File: config.mk
export PLATFORM = sky130hd
export DESIGN_NAME = phys_reg_free_list_flat
export DESIGN_NICKNAME = d
export VERILOG_FILES = /design/src/rtl/phys_reg_free_list_pkg.sv /design/src/rtl/phys_reg_free_list_if.sv /design/src/rtl/phys_reg_free_list.sv /design/src/flat_wrapper.sv
export SDC_FILE = /design/constraint.sdc
export NUM_CORES = 1
export LEC_CHECK = 0
export ABC_AREA = 1
export BUFFER_PORTS_ARGS = -buffer_cell sky130_fd_sc_hd__buf_2
export CORE_MARGIN = 2
export CORE_UTILIZATION = 28
export DETAILED_ROUTE_END_ITERATION = 7
export GPL_ROUTABILITY_DRIVEN = 0
export PLACE_DENSITY = 0.42
export SYNTH_ARGS = -nofsm -noshare
export SYNTH_HDL_FRONTEND = slang
export SYNTH_SLANG_ARGS = --single-unit
File: constraint.sdc
create_clock -name CLK -period 20.7 [get_ports CLK]
set_clock_uncertainty 0.05 [all_clocks]
set_input_delay 4.14 -clock CLK [delete_from_list [all_inputs] [get_ports CLK]]
set_output_delay 4.14 -clock CLK [all_outputs]
set_load 0.1 [all_outputs]
File: src/rtl/phys_reg_free_list_pkg.sv
// phys_reg_free_list_pkg
//   Shared sizing and types for the physical register free list.
//   NUM_PHYS_REGS   : total physical registers (tag width = log2 of this)
//   NUM_ARCH_REGS   : architectural registers, mapped to phys 0..N-1 at reset
//   FREE_LIST_DEPTH : FIFO capacity; must be a power of two so the
//                     wrap-bit pointer scheme works
package phys_reg_free_list_pkg;

  localparam int NUM_PHYS_REGS   = 64;
  localparam int NUM_ARCH_REGS   = 32;
  localparam int FREE_LIST_DEPTH = NUM_PHYS_REGS - NUM_ARCH_REGS;

  localparam int TAG_W = $clog2(NUM_PHYS_REGS);
  localparam int IDX_W = $clog2(FREE_LIST_DEPTH);
  localparam int PTR_W = IDX_W + 1;                   // MSB is the wrap bit
  localparam int CNT_W = $clog2(FREE_LIST_DEPTH + 1); // holds 0..DEPTH

  typedef logic [TAG_W-1:0] phys_reg_tag_t;
  typedef logic [PTR_W-1:0] free_list_ptr_t;
  typedef logic [CNT_W-1:0] free_count_t;

  // One tag-return request (commit or revert path).
  typedef struct packed {
    logic          valid;
    phys_reg_tag_t tag;
  } free_req_t;

  // Storage index of a wrap-bit pointer.
  function automatic logic [IDX_W-1:0] ptr_idx(input free_list_ptr_t p);
    return p[IDX_W-1:0];
  endfunction

endpackage

File: src/rtl/phys_reg_free_list_if.sv
// phys_reg_free_list_if
//   Bundles the allocate handshake, the two tag-return paths and the status
//   outputs of the free list.
//   slave  : free list side (drives alloc_*, free_count, DUT_error)
//   master : dispatch / ROB side (drives alloc_ready and the free paths)
interface phys_reg_free_list_if;
  import phys_reg_free_list_pkg::*;

  logic          alloc_valid;
  phys_reg_tag_t alloc_phys_reg_tag;
  logic          alloc_ready;

  logic          commit_free_valid;
  phys_reg_tag_t commit_free_phys_reg_tag;
  logic          revert_free_valid;
  phys_reg_tag_t revert_free_phys_reg_tag;

  free_count_t   free_count;
  logic          DUT_error;

  modport slave (
    output alloc_valid, alloc_phys_reg_tag, free_count, DUT_error,
    input  alloc_ready,
    input  commit_free_valid, commit_free_phys_reg_tag,
    input  revert_free_valid, revert_free_phys_reg_tag
  );

  modport master (
    input  alloc_valid, alloc_phys_reg_tag, free_count, DUT_error,
    output alloc_ready,
    output commit_free_valid, commit_free_phys_reg_tag,
    output revert_free_valid, revert_free_phys_reg_tag
  );

endinterface

File: src/rtl/phys_reg_free_list.sv
// phys_reg_free_list
//   Circular FIFO of unmapped physical register tags feeding the rename map
//   table. One tag may leave per cycle (dispatch); up to two may return per
//   cycle (ROB commit and ROB revert), commit first.
//   CLK : clock, all state on posedge
//   RST : asynchronous active-high reset; restores the post-reset full list
//   fl  : slave side of phys_reg_free_list_if
//         alloc_valid / alloc_phys_reg_tag : head of the FIFO
//         alloc_ready                      : head consumed this cycle
//         commit_free_* / revert_free_*    : tag return paths
//         free_count                       : registered occupancy (0..DEPTH)
//         DUT_error                        : registered, high the cycle
//                                            after any illegal event
module phys_reg_free_list
  import phys_reg_free_list_pkg::*;
(
  input logic                 CLK,
  input logic                 RST,
  phys_reg_free_list_if.slave fl
);

  localparam logic [CNT_W:0] DEPTH_LIM = (CNT_W+1)'(FREE_LIST_DEPTH);

  phys_reg_tag_t            r_entry [FREE_LIST_DEPTH];
  free_list_ptr_t           r_head;
  free_list_ptr_t           r_tail;
  logic [NUM_PHYS_REGS-1:0] r_is_free;
  free_count_t              r_free_count;
  logic                     r_dut_error;

  free_req_t      w_commit;
  free_req_t      w_revert;
  logic           w_empty;
  logic           w_deq;
  logic           w_c_ok;
  logic           w_r_ok;
  logic           w_next_err;
  logic [CNT_W:0] w_cnt_sum;
  free_list_ptr_t w_r_slot;
  free_list_ptr_t w_tail_next;
  free_list_ptr_t w_head_next;
  phys_reg_tag_t  w_head_tag;

  assign w_commit = '{valid: fl.commit_free_valid, tag: fl.commit_free_phys_reg_tag};
  assign w_revert = '{valid: fl.revert_free_valid, tag: fl.revert_free_phys_reg_tag};

  assign w_empty    = (r_head == r_tail);
  assign w_head_tag = r_entry[ptr_idx(r_head)];

  // No enqueue->dequeue bypass: the head is always read from registered state.
  assign fl.alloc_valid        = ~w_empty;
  assign fl.alloc_phys_reg_tag = w_head_tag;
  assign fl.free_count         = r_free_count;
  assign fl.DUT_error          = r_dut_error;

  always_comb begin
    w_next_err = 1'b0;

    w_deq = fl.alloc_ready & ~w_empty;
    if (fl.alloc_ready && w_empty) w_next_err = 1'b1;

    // Legality is judged against the pre-edge bitmap, so a tag leaving the
    // head this cycle cannot be legally returned in the same cycle.
    w_c_ok = w_commit.valid;
    if (w_commit.valid && (w_commit.tag == '0 || r_is_free[w_commit.tag])) begin
      w_c_ok     = 1'b0;
      w_next_err = 1'b1;
    end

    w_r_ok = w_revert.valid;
    if (w_revert.valid && (w_revert.tag == '0 || r_is_free[w_revert.tag])) begin
      w_r_ok     = 1'b0;
      w_next_err = 1'b1;
    end

    // Same tag on both paths: commit wins.
    if (w_commit.valid && w_revert.valid && (w_commit.tag == w_revert.tag)) begin
      w_r_ok     = 1'b0;
      w_next_err = 1'b1;
    end

    // Occupancy never underflows here: w_deq implies a non-zero count.
    w_cnt_sum = {1'b0, r_free_count} - (CNT_W+1)'(w_deq)
              + (CNT_W+1)'(w_c_ok) + (CNT_W+1)'(w_r_ok);

    // Overflow sheds the revert tag first, then commit.
    if (w_cnt_sum > DEPTH_LIM && w_r_ok) begin
      w_r_ok     = 1'b0;
      w_next_err = 1'b1;
      w_cnt_sum  = w_cnt_sum - (CNT_W+1)'(1);
    end
    if (w_cnt_sum > DEPTH_LIM && w_c_ok) begin
      w_c_ok     = 1'b0;
      w_next_err = 1'b1;
      w_cnt_sum  = w_cnt_sum - (CNT_W+1)'(1);
    end

    // Revert lands behind commit when both are accepted.
    w_r_slot    = r_tail + free_list_ptr_t'(w_c_ok);
    w_tail_next = w_r_slot + free_list_ptr_t'(w_r_ok);
    w_head_next = r_head + free_list_ptr_t'(w_deq);
  end

  always_ff @(posedge CLK or posedge RST) begin
    if (RST) begin
      for (int i = 0; i < FREE_LIST_DEPTH; i++)
        r_entry[i] <= phys_reg_tag_t'(NUM_ARCH_REGS + i);
    end else begin
      if (w_c_ok) r_entry[ptr_idx(r_tail)]   <= w_commit.tag;
      if (w_r_ok) r_entry[ptr_idx(w_r_slot)] <= w_revert.tag;
    end
  end

  always_ff @(posedge CLK or posedge RST) begin
    if (RST) begin
      r_head       <= '0;
      r_tail       <= free_list_ptr_t'(FREE_LIST_DEPTH);  // wrap bit set: full
      for (int t = 0; t < NUM_PHYS_REGS; t++)
        r_is_free[t] <= (t >= NUM_ARCH_REGS);
      r_free_count <= free_count_t'(FREE_LIST_DEPTH);
      r_dut_error  <= 1'b0;
    end else begin
      r_head       <= w_head_next;
      r_tail       <= w_tail_next;
      if (w_deq)  r_is_free[w_head_tag]   <= 1'b0;
      if (w_c_ok) r_is_free[w_commit.tag] <= 1'b1;
      if (w_r_ok) r_is_free[w_revert.tag] <= 1'b1;
      r_free_count <= free_count_t'(w_cnt_sum);
      r_dut_error  <= w_next_err;
    end
  end

  // Pointer distance, occupancy counter and bitmap population must agree.
  a_cnt_ptr : assert property (@(posedge CLK) disable iff (RST)
    free_count_t'(r_tail - r_head) == r_free_count);
  a_cnt_map : assert property (@(posedge CLK) disable iff (RST)
    $countones(r_is_free) == int'(r_free_count));

endmodule

File: src/flat_wrapper.sv
// flat-port wrapper written by rule: the top's interface ports become plain ports
module phys_reg_free_list_flat import phys_reg_free_list_pkg::*;
  (CLK, RST, fl_alloc_valid, fl_alloc_phys_reg_tag, fl_free_count, fl_DUT_error, fl_alloc_ready, fl_commit_free_valid, fl_commit_free_phys_reg_tag, fl_revert_free_valid, fl_revert_free_phys_reg_tag);
  phys_reg_free_list_if fl_i ();
  input logic CLK;
  input logic RST;
  output wire logic [$bits(fl_i.alloc_valid)-1:0] fl_alloc_valid;
  output wire logic [$bits(fl_i.alloc_phys_reg_tag)-1:0] fl_alloc_phys_reg_tag;
  output wire logic [$bits(fl_i.free_count)-1:0] fl_free_count;
  output wire logic [$bits(fl_i.DUT_error)-1:0] fl_DUT_error;
  input wire logic [$bits(fl_i.alloc_ready)-1:0] fl_alloc_ready;
  input wire logic [$bits(fl_i.commit_free_valid)-1:0] fl_commit_free_valid;
  input wire logic [$bits(fl_i.commit_free_phys_reg_tag)-1:0] fl_commit_free_phys_reg_tag;
  input wire logic [$bits(fl_i.revert_free_valid)-1:0] fl_revert_free_valid;
  input wire logic [$bits(fl_i.revert_free_phys_reg_tag)-1:0] fl_revert_free_phys_reg_tag;
  assign fl_alloc_valid = fl_i.alloc_valid;
  assign fl_alloc_phys_reg_tag = fl_i.alloc_phys_reg_tag;
  assign fl_free_count = fl_i.free_count;
  assign fl_DUT_error = fl_i.DUT_error;
  assign fl_i.alloc_ready = fl_alloc_ready;
  assign fl_i.commit_free_valid = fl_commit_free_valid;
  assign fl_i.commit_free_phys_reg_tag = fl_commit_free_phys_reg_tag;
  assign fl_i.revert_free_valid = fl_revert_free_valid;
  assign fl_i.revert_free_phys_reg_tag = fl_revert_free_phys_reg_tag;
  phys_reg_free_list u_core (.CLK(CLK), .RST(RST), .fl(fl_i));
endmodule
==> results.yml <==
outcome:
  status: "finished clean"
grt:
  globalRoute.totalOverflow: 0
  track_usage_pct: 24.4
  first_global_vias: 21800
  antenna_found_initial: 4
  grt_max_degree: 106
  grt_first_pass_wirelength_um: 144000
floorplan:
  core_area_um2: 74200
  die-area_um2: 76800
  start_util_pct: 28.1
  die_x_um: 277
  die_y_um: 277
  rows: 100
  ioPinCount: 31
hold_path:
  hold_class: "reg2reg"
  whs_path_depth: 2
  min_to: "u_core.r_is_free[0]"
  holdCritStartpoint: "u_core.r_is_free[0]"
power:
  p_switching_mw: 2.28
  cell_internal_pwr_mw: 1.64
  power.density_nw_per_um2: 172
  vdd_drop_max_mv: 0.264
  combPwrFrac_pct: 60.0
  pwr-share-clk_pct: 17.7
  switching_share_pct: 58.1
  p_seq_share_pct: 22.4
  power.total_mw: 3.93
  power.leakage_nw: 10.6
clock_network:
  cts_resized: 0
  clkTransAtPathRegs_ns: 0.06
  clkLatencyLatePin_ns: 0.58
  postCtsSetupRepairBufs: 0
  clock-sinks: 275
  cts_root_buffer: "clkbuf_16"
  cts_buffers: 40
  h-tree-depth: 2
  hold_buffers: 0
  cts_tree: "done"
  cts_buffer_depth: 3
worst_setup_path:
  r2r-end: "u_core.r_entry[160]"
  rr_worst_depth: 37
  cp_slowest_cell: "nor2_4"
  crit_family: "simple AND/OR/NAND/NOR gates"
  endpoint_kind: "flip-flop"
  crit_top_cell: "inv_1"
  cp.arrival_ns: 14.26
  timing.critical_path.fanout_max: 105
  cpPeakStageDelay_ns: 0.71
  criticalPathCategory: "in2reg"
  r2r-start: "u_core.r_head[0]"
  rrSetupSlack_ns: 11.54
  cp-start-kind: "primary input"
  crit_buf_inv: 13
  worst_ep_required_time_ns: 21.11
detailed_routing:
  topRoutingLayerUsed: "met5"
  drc_errors: 0
  via_per_inst: 5.43
  drtIter0Drc: 2641
  wl_met3_um: 6940
  via_count: 22900
  wire_per_inst_um: 22.9
  ant_nets: 0
  wl_met2_um: 42800
  drt-met1-wl_um: 43000
  routed_wirelength_um: 96400
  dr.pass1.iters: 8
sta:
  fmax_ghz: 0.0722
  setup_viol: 0
  fin_ws_ns: 6.85
  tns_ns: 0
  finalHoldViolCount: 0
  report.final.slew_viol_count: 0
  worst_pin_slew_ns: 1.27
  slew-limit-headroom_pct: 15.3
  min_period_over_period_pct: 66.9
  rsz0062_at_grt: "false"
  min_period_ns: 13.85
placed_design:
  port-buffer-count: 30
  dpl.hpwl_um: 57300
  place_inst: 4144
  place_area_um2: 21500
  dp_slack_ns: 6.39
finish:
  final_cell_area_um2: 22800
  drive_above_1_share_pct: 10.9
  final_common_cell: "nand2_1"
  final_cells: 4219
  area_delta_synth_final_pct: 9.29
  final_cell_mix: "nand2_1, o21ai_0, inv_1, nand4_1, nand3_1"
  nNetsFinal: 3251
logic_synthesis:
  ys_warn_count: 0
  syn-num-nets: 3367
  ys_types: 44
  synth.ff_latch_count: 275
  synth_top_area_share_pct: 23.1
  synth-edff-count: 0
  synth-seq-area-share_pct: 33.8
  synth-main-ff-cell: "dfstp_2"
  avgSynthCellArea_um2: 6.27
  syn-cell-area_um2: 20900
  yosysTopAreaCell: "nand2_1"
  async_reset_ff_share_pct: 100
  syn_inst: 3333
  synthTopCellsByArea: "nand2_1, dfstp_2, dfrtp_1"
job:
  maxCapViolations: 0
==> worst max path at each step <==
stage / from / end / slack [ns] / depth (start not counted)
after floorplan: RST / u_core.fl.DUT_error / 9.17 / 1
final: fl_commit_free_phys_reg_tag[1] / u_core.r_entry[160] / 6.85 / 43
after global placement: fl_commit_free_phys_reg_tag[1] / u_core.r_entry[66] / 6.54 / 43
after detailed placement: fl_commit_free_phys_reg_tag[1] / u_core.r_entry[148] / 6.39 / 43
after global routing: fl_commit_free_phys_reg_tag[1] / u_core.r_entry[154] / 6.04 / 43
after CTS: fl_commit_free_phys_reg_tag[1] / u_core.r_entry[160] / 6.99 / 43
==> flip-flops by register name, summed over array words and instances, names as in the netlist <==
name,flops
u_core.r_entry,192
u_core.r_is_free,64
u_core.fl.free_count,6
u_core.r_head,6
u_core.r_tail,6
u_core.fl.DUT_error,1
==> per-layer routing <==
layer | GRT usage [%] | vias up
li1 | - | 10700
met1 | 34.1 | 11000
met2 | 38.3 | 956
met3 | 3.40 | 203
met4 | 8.82 | 2
met5 | 0 | -
==> through the flow <==
step / hold slack, ns / utilization, %
6_report: 0.446 / 30.8
3_3_place_gp: 0.443 / 29.0
3_5_place_dp: 0.442 / 29.0
4_1_cts: 0.452 / 30.8
2_1_floorplan: 0.417 / -
5_1_grt: 0.487 / 30.8
==> final cells by class <==
| class | instances | area, um^2 |
|---|---|---|
| diodes | 1 | 2.50 |
| clock buffers | 63 | 1230 |
| clock inverters | 11 | 62.6 |
| fillers | 8214 | 51400 |
| inverters | 293 | 1110 |
| multi-input cells | 2540 | 11700 |
| flip-flops and latches | 275 | 7070 |
| well taps | 969 | 1210 |
| repair buffers | 67 | 430 |
==> power by group through the flow <==
| stage | Clock (mW) | Combinational, mW | Sequential [mW] |
|---|---|---|---|
| global placement | 0 | 2.31 | 0.881 |
| finish | 0.695 | 2.35 | 0.878 |
| detailed placement | 0 | 2.31 | 0.881 |
| CTS | 0.713 | 2.32 | 0.875 |
| floorplan | 0 | 1.64 | 0.868 |
| global route | 0.735 | 2.55 | 0.895 |
==> cells by family (layout without fill, tap and decap cells) <==
| group | after synthesis | after routing | share of synthesized area [%] |
|---|---|---|---|
| AOI/OAI and AO/OA | 598 | 598 | 15.0 |
| xor gates and xnor gates | 21 | 21 | 0.881 |
| adders and majority gates | 17 | 17 | 1.09 |
| buffers and inverters | 518 | 434 | 10.2 |
| DFF | 275 | 275 | 33.8 |
| other | 0 | 1 | 0 |
| and+or+nand+nor | 1904 | 1904 | 39.0 |
==> tightest hold or removal path, delay by kind of cell (launching register included) <==
kind	cells	cell delay (ns)
compound gates	1	0.04
flops	1	0.36
buf+inv	1	0.06
==> cell usage after synthesis, drive strengths merged, types with 3 or more instances <==
master,instances
dfstp,146
nand2,1292
ha,15
nor3,26
nand4,216
nand3,193
o211ai,13
buf,98
a21oi,175
o221ai,6
xor2,19
inv,291
clkbuf,127
dfrtp,129
o22ai,28
a22oi,8
o21ai,357
o41ai,3
nor2,173
Note: power is estimated with default switching activity, not from simulation.
